**src/rtl/bcd_pkg.sv**
```systemverilog
// Shared definitions for the BCD / 7-segment display converter.
// Holds the active-low segment table, the blank pattern and the FSM state encoding.
package bcd_pkg;

    // Active-low {a,b,c,d,e,f,g} patterns for digits 0..9
    localparam logic [6:0] SEG_CODE [0:9] = '{
        7'h01, 7'h4F, 7'h12, 7'h06, 7'h4C,
        7'h24, 7'h20, 7'h0F, 7'h00, 7'h04
    };

    localparam logic [6:0] SEG_BLANK = 7'h7F;

    typedef enum logic {
        IDLE  = 1'b0,
        SHIFT = 1'b1
    } state_e;

endpackage

```
**src/rtl/bcd_seg_encode.sv**
```systemverilog
// Single-digit BCD to active-low 7-segment encoder.
// Ports: digit_i (BCD digit), blank_i (force all segments off), seg_o ({a..g}, 0 = lit).
module bcd_seg_encode
    import bcd_pkg::*;
(
    input  logic [3:0] digit_i,
    input  logic       blank_i,
    output logic [6:0] seg_o
);

    // Non-BCD codes fall through to the blank pattern
    always_comb begin
        seg_o = SEG_BLANK;
        if (!blank_i) begin
            for (int i = 0; i < 10; i++) begin
                if (digit_i == 4'(i)) seg_o = SEG_CODE[i];
            end
        end
    end

endmodule

```
**src/rtl/bcd_seg_converter.sv**
```systemverilog
// Sequential binary to packed-BCD and 7-segment converter (double-dabble, one bit/clock).
// Ports: clk, rst (sync, active-high), start/bin/blank_lz in; busy, done, bcd, seg, overflow out.
module bcd_seg_converter
    import bcd_pkg::*;
#(
    parameter int BIN_W  = 8,
    parameter int DIGITS = 3
) (
    input  logic                  clk,
    input  logic                  rst,
    input  logic                  start,
    input  logic [BIN_W-1:0]      bin,
    input  logic                  blank_lz,
    output logic                  busy,
    output logic                  done,
    output logic [4*DIGITS-1:0]   bcd,
    output logic [7*DIGITS-1:0]   seg,
    output logic                  overflow
);

    localparam int AW = 4 * DIGITS;
    localparam int CW = $clog2(BIN_W + 1);
    localparam logic [CW-1:0] LAST = CW'(BIN_W - 1);

    state_e             state_q, state_d;
    logic [BIN_W-1:0]   sr_q;
    logic [AW-1:0]      acc_q;
    logic [CW-1:0]      cnt_q;
    logic               ovf_q;
    logic               blz_q;
    logic [AW-1:0]      bcd_q;
    logic [7*DIGITS-1:0] seg_q;
    logic               ovf_out_q;
    logic               done_q;

    logic [AW-1:0]      acc_corr;
    logic [AW-1:0]      acc_shift;
    logic               ovf_bit;
    logic               last;
    logic [DIGITS:0]    zero_from;
    logic [DIGITS-1:0]  blank;
    logic [7*DIGITS-1:0] seg_enc;

    // Add-3 correction on every digit that would reach 10 after the shift
    for (genvar k = 0; k < DIGITS; k++) begin : g_corr
        assign acc_corr[4*k +: 4] = (acc_q[4*k +: 4] >= 4'd5)
                                  ? acc_q[4*k +: 4] + 4'd3
                                  : acc_q[4*k +: 4];
    end

    assign acc_shift = {acc_corr[AW-2:0], sr_q[BIN_W-1]};
    // A 1 leaving the top digit means the value needs one more digit
    assign ovf_bit   = acc_corr[AW-1];
    assign last      = (cnt_q == LAST);

    // zero_from[k]: digits k..DIGITS-1 of the final result are all zero
    assign zero_from[DIGITS] = 1'b1;
    for (genvar k = 0; k < DIGITS; k++) begin : g_enc
        assign zero_from[k] = (acc_shift[4*k +: 4] == 4'd0) && zero_from[k+1];
        assign blank[k]     = blz_q && (k != 0) && zero_from[k];

        bcd_seg_encode u_enc (
            .digit_i (acc_shift[4*k +: 4]),
            .blank_i (blank[k]),
            .seg_o   (seg_enc[7*k +: 7])
        );
    end

    always_ff @(posedge clk) begin
        if (rst) state_q <= IDLE;
        else     state_q <= state_d;
    end

    always_comb begin
        state_d = state_q;
        unique case (state_q)
            IDLE:    if (start) state_d = SHIFT;
            SHIFT:   if (last)  state_d = IDLE;
            default: state_d = IDLE;
        endcase
    end

    always_comb begin
        busy = (state_q == SHIFT);
    end

    always_ff @(posedge clk) begin
        if (rst) begin
            sr_q      <= '0;
            acc_q     <= '0;
            cnt_q     <= '0;
            ovf_q     <= 1'b0;
            blz_q     <= 1'b0;
            bcd_q     <= '0;
            seg_q     <= '1;
            ovf_out_q <= 1'b0;
            done_q    <= 1'b0;
        end else begin
            done_q <= 1'b0;
            if (state_q == IDLE) begin
                if (start) begin
                    sr_q  <= bin;
                    acc_q <= '0;
                    cnt_q <= '0;
                    ovf_q <= 1'b0;
                    blz_q <= blank_lz;
                end
            end else begin
                acc_q <= acc_shift;
                sr_q  <= sr_q << 1;
                ovf_q <= ovf_q | ovf_bit;
                cnt_q <= cnt_q + CW'(1);
                if (last) begin
                    bcd_q     <= acc_shift;
                    seg_q     <= seg_enc;
                    ovf_out_q <= ovf_q | ovf_bit;
                    done_q    <= 1'b1;
                end
            end
        end
    end

    assign done     = done_q;
    assign bcd      = bcd_q;
    assign seg      = seg_q;
    assign overflow = ovf_out_q;

endmodule

```
**config.mk**
```make
export PLATFORM = sky130hd
export DESIGN_NAME = bcd_seg_converter
export DESIGN_NICKNAME = d
export VERILOG_FILES = /design/src/rtl/bcd_pkg.sv /design/src/rtl/bcd_seg_encode.sv /design/src/rtl/bcd_seg_converter.sv
export SDC_FILE = /design/constraint.sdc
export NUM_CORES = 1
export LEC_CHECK = 0
export CELL_PAD_IN_SITES_DETAIL_PLACEMENT = 1
export CELL_PAD_IN_SITES_GLOBAL_PLACEMENT = 1
export CORE_ASPECT_RATIO = 0.5
export CORE_MARGIN = 3
export CORE_UTILIZATION = 40
export CTS_CLUSTER_SIZE = 24
export DETAILED_ROUTE_END_ITERATION = 12
export GPL_TIMING_DRIVEN = 0
export PLACE_DENSITY = 0.76
export SYNTH_ARGS = -nofsm -noshare
export SYNTH_HDL_FRONTEND = slang
export SYNTH_SLANG_ARGS = --single-unit
```
**constraint.sdc**
```tcl
create_clock -name clk -period 3.3 [get_ports clk]
set_clock_uncertainty 0.2 [all_clocks]
set_input_delay 0.33 -clock clk [delete_from_list [all_inputs] [get_ports clk]]
set_output_delay 0.33 -clock clk [all_outputs]
set_load 0.03 [all_outputs]
```
== After elaboration in Yosys (flattened, before gate mapping) ==
Cells that the tools add are included.
Storage, ports and cells
  output and inout bits: 36
  flip-flop bits (word level): 62
  logic and storage cells: 106
  bits of input ports: 12
Cells by class
  $add $sub $neg: 4
  bitwise operators: 2
  mux-type cells: 47
  reduce and logical (&&, ||, !) cells: 11
  order comparisons: 3
  equality and inequality tests: 28
Operators by type and width (number)
  7-bit two-way mux: 32
  4-bit by 3-bit == test with 1-bit output, second input constant: 13
  4-bit by 2-bit == test with 1-bit output, second input constant: 6
  4-bit == test, second input constant: 6
  12-bit two-way mux: 2
  4-bit two-way mux: 5
  8-bit two-way mux: 2
  4-bit by 2-bit adder with 4-bit output, second input constant: 3
  4-bit by 1-bit == test with 1-bit output, second input constant: 3
  4-bit by 3-bit greater-or-equal comparator with 1-bit output, second input constant: 3
  4-bit zero test: 3
  1-bit two-way mux: 5
  4-bit by 1-bit adder with 4-bit output, second input constant: 1
  2-bit AND reduction: 2
  2-bit OR reduction: 2
  1-bit logical AND: 3
  1-bit case mux with 2 select lines: 1
  2-bit nonzero test: 1
  1-bit inverter: 1
  1-bit bitwise OR: 1

== Depth between registers and ports, before layout ==
  word-level depth: 14
  mapped depth: 9
  gate-level depth less buffers: 8

== Hierarchy ==
A second synthesis with hierarchy kept.
Second synthesis, totals
  cells, all modules: 416
  area total of the unflattened synthesis: 3343.2 um^2
Modules (own cells, without submodules)
  bcd_seg_converter: instances 1, seq. area each 1241.2 um^2, area each 2750.1 um^2, cells each 326
  bcd_seg_encode: instances 3, seq. area each 0.0 um^2, area each 197.7 um^2, cells each 30

== Least setup slack after synthesis ==
No wires, ideal clock.
  path kind: register to register
  start: reg acc_q[8]
  end: reg seg_q[10], in the netlist seg[10]
  cell stages (with the launch flop): 9
  arrival: 2198 ps
  path buffers: 0
  required time: 3040 ps
  path slack: 842 ps
  library setup time: 60 ps
  period minus slack after synthesis: 2458 ps
  path through: dfxtp_1 > inv_1 > ha_1 > and2b_4 > a2bb2oi_4 > mux2i_4 > nand4_4 > o41ai_4 > o32a_1
Between the ends
  cells in the longest elaborated chain, start to end: 6
  elaborated cells on any way between the ends: 7
  those cells by class: add/sub (1); order compare (1); mux (2); reduce/logical (3)
Ends and longest elaborated chain
  from (decl): line bcd_seg_converter.sv:27  | logic [AW-1:0] acc_q;
  from (signal assigned): line bcd_seg_converter.sv:109  | acc_q <= acc_shift;
  4-bit by 2-bit adder with 4-bit output / 4-bit by 3-bit greater-or-equal comparator with 1-bit output (equally long branches): line bcd_seg_converter.sv:47, bcd_seg_converter.sv:46
  4-bit two-way mux (*): line bcd_seg_converter.sv:47  | ? acc_q[4*k +: 4] + 4'd3
  4-bit zero test (*): line bcd_seg_converter.sv:59  | assign zero_from[k] = (acc_shift[4*k +: 4] == 4'd0) && zero_from[k+1];
  1-bit logical AND (*): line bcd_seg_converter.sv:59
  1-bit logical AND (*): line bcd_seg_converter.sv:60  | assign blank[k] = blz_q && (k != 0) && zero_from[k];
  7-bit two-way mux (*): line bcd_seg_encode.sv:14  | if (!blank_i) begin
  to (signal assigned): line bcd_seg_converter.sv:115  | seg_q <= seg_enc;
  to (decl): line bcd_seg_converter.sv:32  | logic [7*DIGITS-1:0] seg_q;
Every way passes the cells marked *; elsewhere a longest branch is shown, timed or not.
A chain may end at the register's enable or synchronous reset.

== Worst setup path in the final report ==
  start: reg acc_q[8]
  end: reg seg_q[16], in the netlist seg[16]
Between the ends
  cells in the longest elaborated chain, start to end: 14
  elaborated cells on any way between the ends: 25
  those cells by class: add/sub (1); order compare (1); eq/ne (9); mux (12); reduce/logical (2)
Ends and longest elaborated chain
  4-bit by 2-bit adder with 4-bit output / 4-bit by 3-bit greater-or-equal comparator with 1-bit output (equally long branches): line bcd_seg_converter.sv:47, bcd_seg_converter.sv:46
  4-bit two-way mux (*): line bcd_seg_converter.sv:47
  4-bit zero test: line bcd_seg_encode.sv:16, bcd_seg_converter.sv:59
  7-bit two-way mux (10 in a row): line bcd_seg_encode.sv:16  | if (digit_i == 4'(i)) seg_o = SEG_CODE[i];
  7-bit two-way mux (*): line bcd_seg_encode.sv:14
Marks and branches as above.

==> metrics.txt <==
CTS tree yes; wire per inst 17.7 um; commonest non-fill, non-tap cell in the layout dfxtp_1; Vias 3059; Cell Count, Final, Fillers Out 561; crit path launch type flip-flop; Core ar. 0.00754 mm2; global-route wire length before repair 16300 um; largest family of logic cells by synthesized area compound AO/OA/AOI/OAI gates; vias per inst 5.45; CTS Buf Count 9; crit path max-delay cell type xnor2_1; Hold-fix buffers, CTS 0; Crit Path Max Fanout 9; Post-DP HPWL 7180 um; Post-synth top flop dfxtp_1; layout cell share with drive strength beyond 1 0.0861; CTS sink count 62; fraction of registers with async set or reset after synthesis 0; final worst path period share 0.924; CTS root buf clkbuf_16; antenna viol nets, final 0; Max Freq 0.328 GHz; Final setup viols 0; Synth Instances 393; Area Growth Syn to Fin 26.7%; share of the synthesized area in the top cell type 0.388; Max-Cap Viols 0; Syn Nets 412; drt total wl 9940 um; DR pass1 iterations 4; RSZ-0062 raised after global routing no; final hold vios 0; Hold Path Depth 2; Post-CTS Repair Setup Buffers 0; Worst Path Required 3.29 ns; Worst Hold Class in2reg; initial antenna violation count 0; Post-Synth Adder-Cell Area 0.0274; slowest cell delay on critical path 0.70 ns; Post-Synth XOR/XNOR Area 0.0219; largest net degree at the start of global routing 11; CTS clk-pin slew, worst paths 0.05 ns; post-synth top area cell dfxtp_1; Yosys reg bits 62; Max Root-Sink Buffers 2; FP Rows 22; Initial Util 0.424; Tightest Pin Transition 0.891 ns; vias in the first global route 3165; yosys warns 0; total track usage 0.225; Synth area leaders dfxtp_1 39%, a21oi_1 8.4%, nor2_1 6.9%, nand2_1 4.0%, mux2i_1 3.8%; Mean Syn Cell Area 8.14 um2; Post-synth EDFFs 0; final max-slew violation count 0; crit end category flip-flop; post-synthesis cell type count 56; minimum clock period 3.05 ns; # IOs 48; DRC Markers 0; most frequent cells in the layout 62 x dfxtp_1, 59 x nor2_1, 54 x a21oi_1; htree depth 3; dpl cells 546; Placer Congestion 0.912; Starting DRT DRC Count 143; worst skew pair latency 0.34 ns; Syn Std Cell Area 0.00320 mm2; static leakage 1.43 nW; Congestion Overflow GR 0; Worst Setup SP acc_q[8]; PD cells 428 mW/mm2; worst reg-to-reg path cell count 8; Compound-Gate Fraction of Synth Area 0.248; # fillers 932; Crit Path Class reg2reg; die height 69.2 um; Setup TNS 0 ns; CP arrival 3.04 ns; sequential share of the synthesized area 0.388; Worst slew margin 0.402; mux cell area share after synthesis 0.0481; maximum vdd drop 271 uV; worst path cell trace inv_1 -> ha_1 -> and2b_4 -> o21ba_2 -> xnor2_1 -> o21ai_0 -> a21oi_1 -> a31oi_1; Hold Path Origin rst; Layout Nets 468; cts repair resizes 0; simple-gate portion of the synthesized area 0.208; worst r2r src acc_q[8]; DIE AREA 0.00917 mm2; outcome complete, no violations; die width 132 um; port bufs 45; diode count 0
-- final cells by class --
class | instances | area [um2] | share of cell area
multi-input combinational | 291 | 1770 | 0.437
clock inverter | 1 | 5.00 | 0.00123
timing repair buffer | 45 | 450 | 0.111
sequential | 62 | 1240 | 0.306
inverter | 12 | 45.0 | 0.0111
tap | 108 | 135 | 0.0333
clock buffer | 14 | 264 | 0.0651
buffer | 28 | 143 | 0.0352
-- through the flow --
step                      worst slack [ns]  power [W]  hold WS, ns  area [um2]   util
after floorplan                      0.842   0.000842        0.254        3200      -
after global placement               0.409   0.000876        0.247        3780  0.502
after detailed placement             0.321   0.000880        0.250        3780  0.502
after CTS                            0.276    0.00174       0.0550        4050  0.537
after global routing                0.0608    0.00179       0.0647        4050  0.537
final                                0.250    0.00174       0.0544        4050  0.537
-- sequential cells by signal, summed over array words and instances, names as in the netlist --
name,cells
acc_q,12
bcd,12
blz_q,1
busy,1
cnt_q,4
done,1
overflow,1
ovf_q,1
seg,21
sr_q,8
-- worst max-delay path, delay by kind of cell, from the launching register on --
| kind | cells | cell delay (ns) |
|---|---|---|
| AO/OA/AOI/OAI | 4 | 0.74 |
| XOR/XNOR | 1 | 0.70 |
| adder cells (fa/ha/maj) | 1 | 0.32 |
| buffers and inverters | 1 | 0.22 |
| flip-flops | 1 | 0.50 |
| AND/OR/NAND/NOR | 1 | 0.22 |
-- cells in the mapped netlist, types with 2 or more instances --
cell and instances:
o21a_1 2, nor3b_1 6, nor2_1 59, o22ai_1 2
and2_1 2, o21ai_1 3, nand2_1 34, a31oi_1 6
mux2i_1 12, a211oi_1 11, nand3b_1 2, buf_2 3
and3_1 2, nand2b_1 6, a21oi_1 54, ha_1 7
nor3_1 14, clkbuf_1 19, buf_6 3, o21ba_2 2
o21ai_0 18, nor2b_1 2, o32a_1 5, xnor2_1 8
o22a_2 4, or3_1 3, inv_1 12, nand3_1 2
or2_2 2, dfxtp_1 62
-- report_power, final --
group / total (W) / internal, W / switching (W)
combinational: 0.0000991 / 0.0000369 / 0.0000622
clock: 0.000872 / 0.000544 / 0.000328
sequential: 0.000766 / 0.000759 / 0.00000675
total: 0.00174 / 0.00134 / 0.000397
-- cell families (layout without fill, tap and decap cells) --
kind of cell,after synthesis,count (layout)
AND/OR/NAND/NOR,141,141
AO/OA/AOI/OAI,121,121
flip-flops,62,62
buffers and inverters,40,100
multiplexers,14,14
XOR/XNOR,8,8
adder cells (fa/ha/maj),7,7
-- per-layer routing --
| metal | track usage | vias to the layer above | wire length, um |
|---|---|---|---|
| li1 | - | 1502 | - |
| met1 | 0.291 | 1488 | 4710 |
| met2 | 0.368 | 59 | 4620 |
| met3 | 0.0616 | 10 | 518 |
| met4 | 0.0668 | 0 | 95 |
| met5 | 0 | - | 0 |
-- path summary, 6_finish.rpt --
kind	end	slack, ns
min	seg[7]	0.05
max reg2reg	seg[16]	0.25
max	seg[16]	0.25
min reg2reg	bcd[0]	0.25
Power figures use the tool's default switching activity.
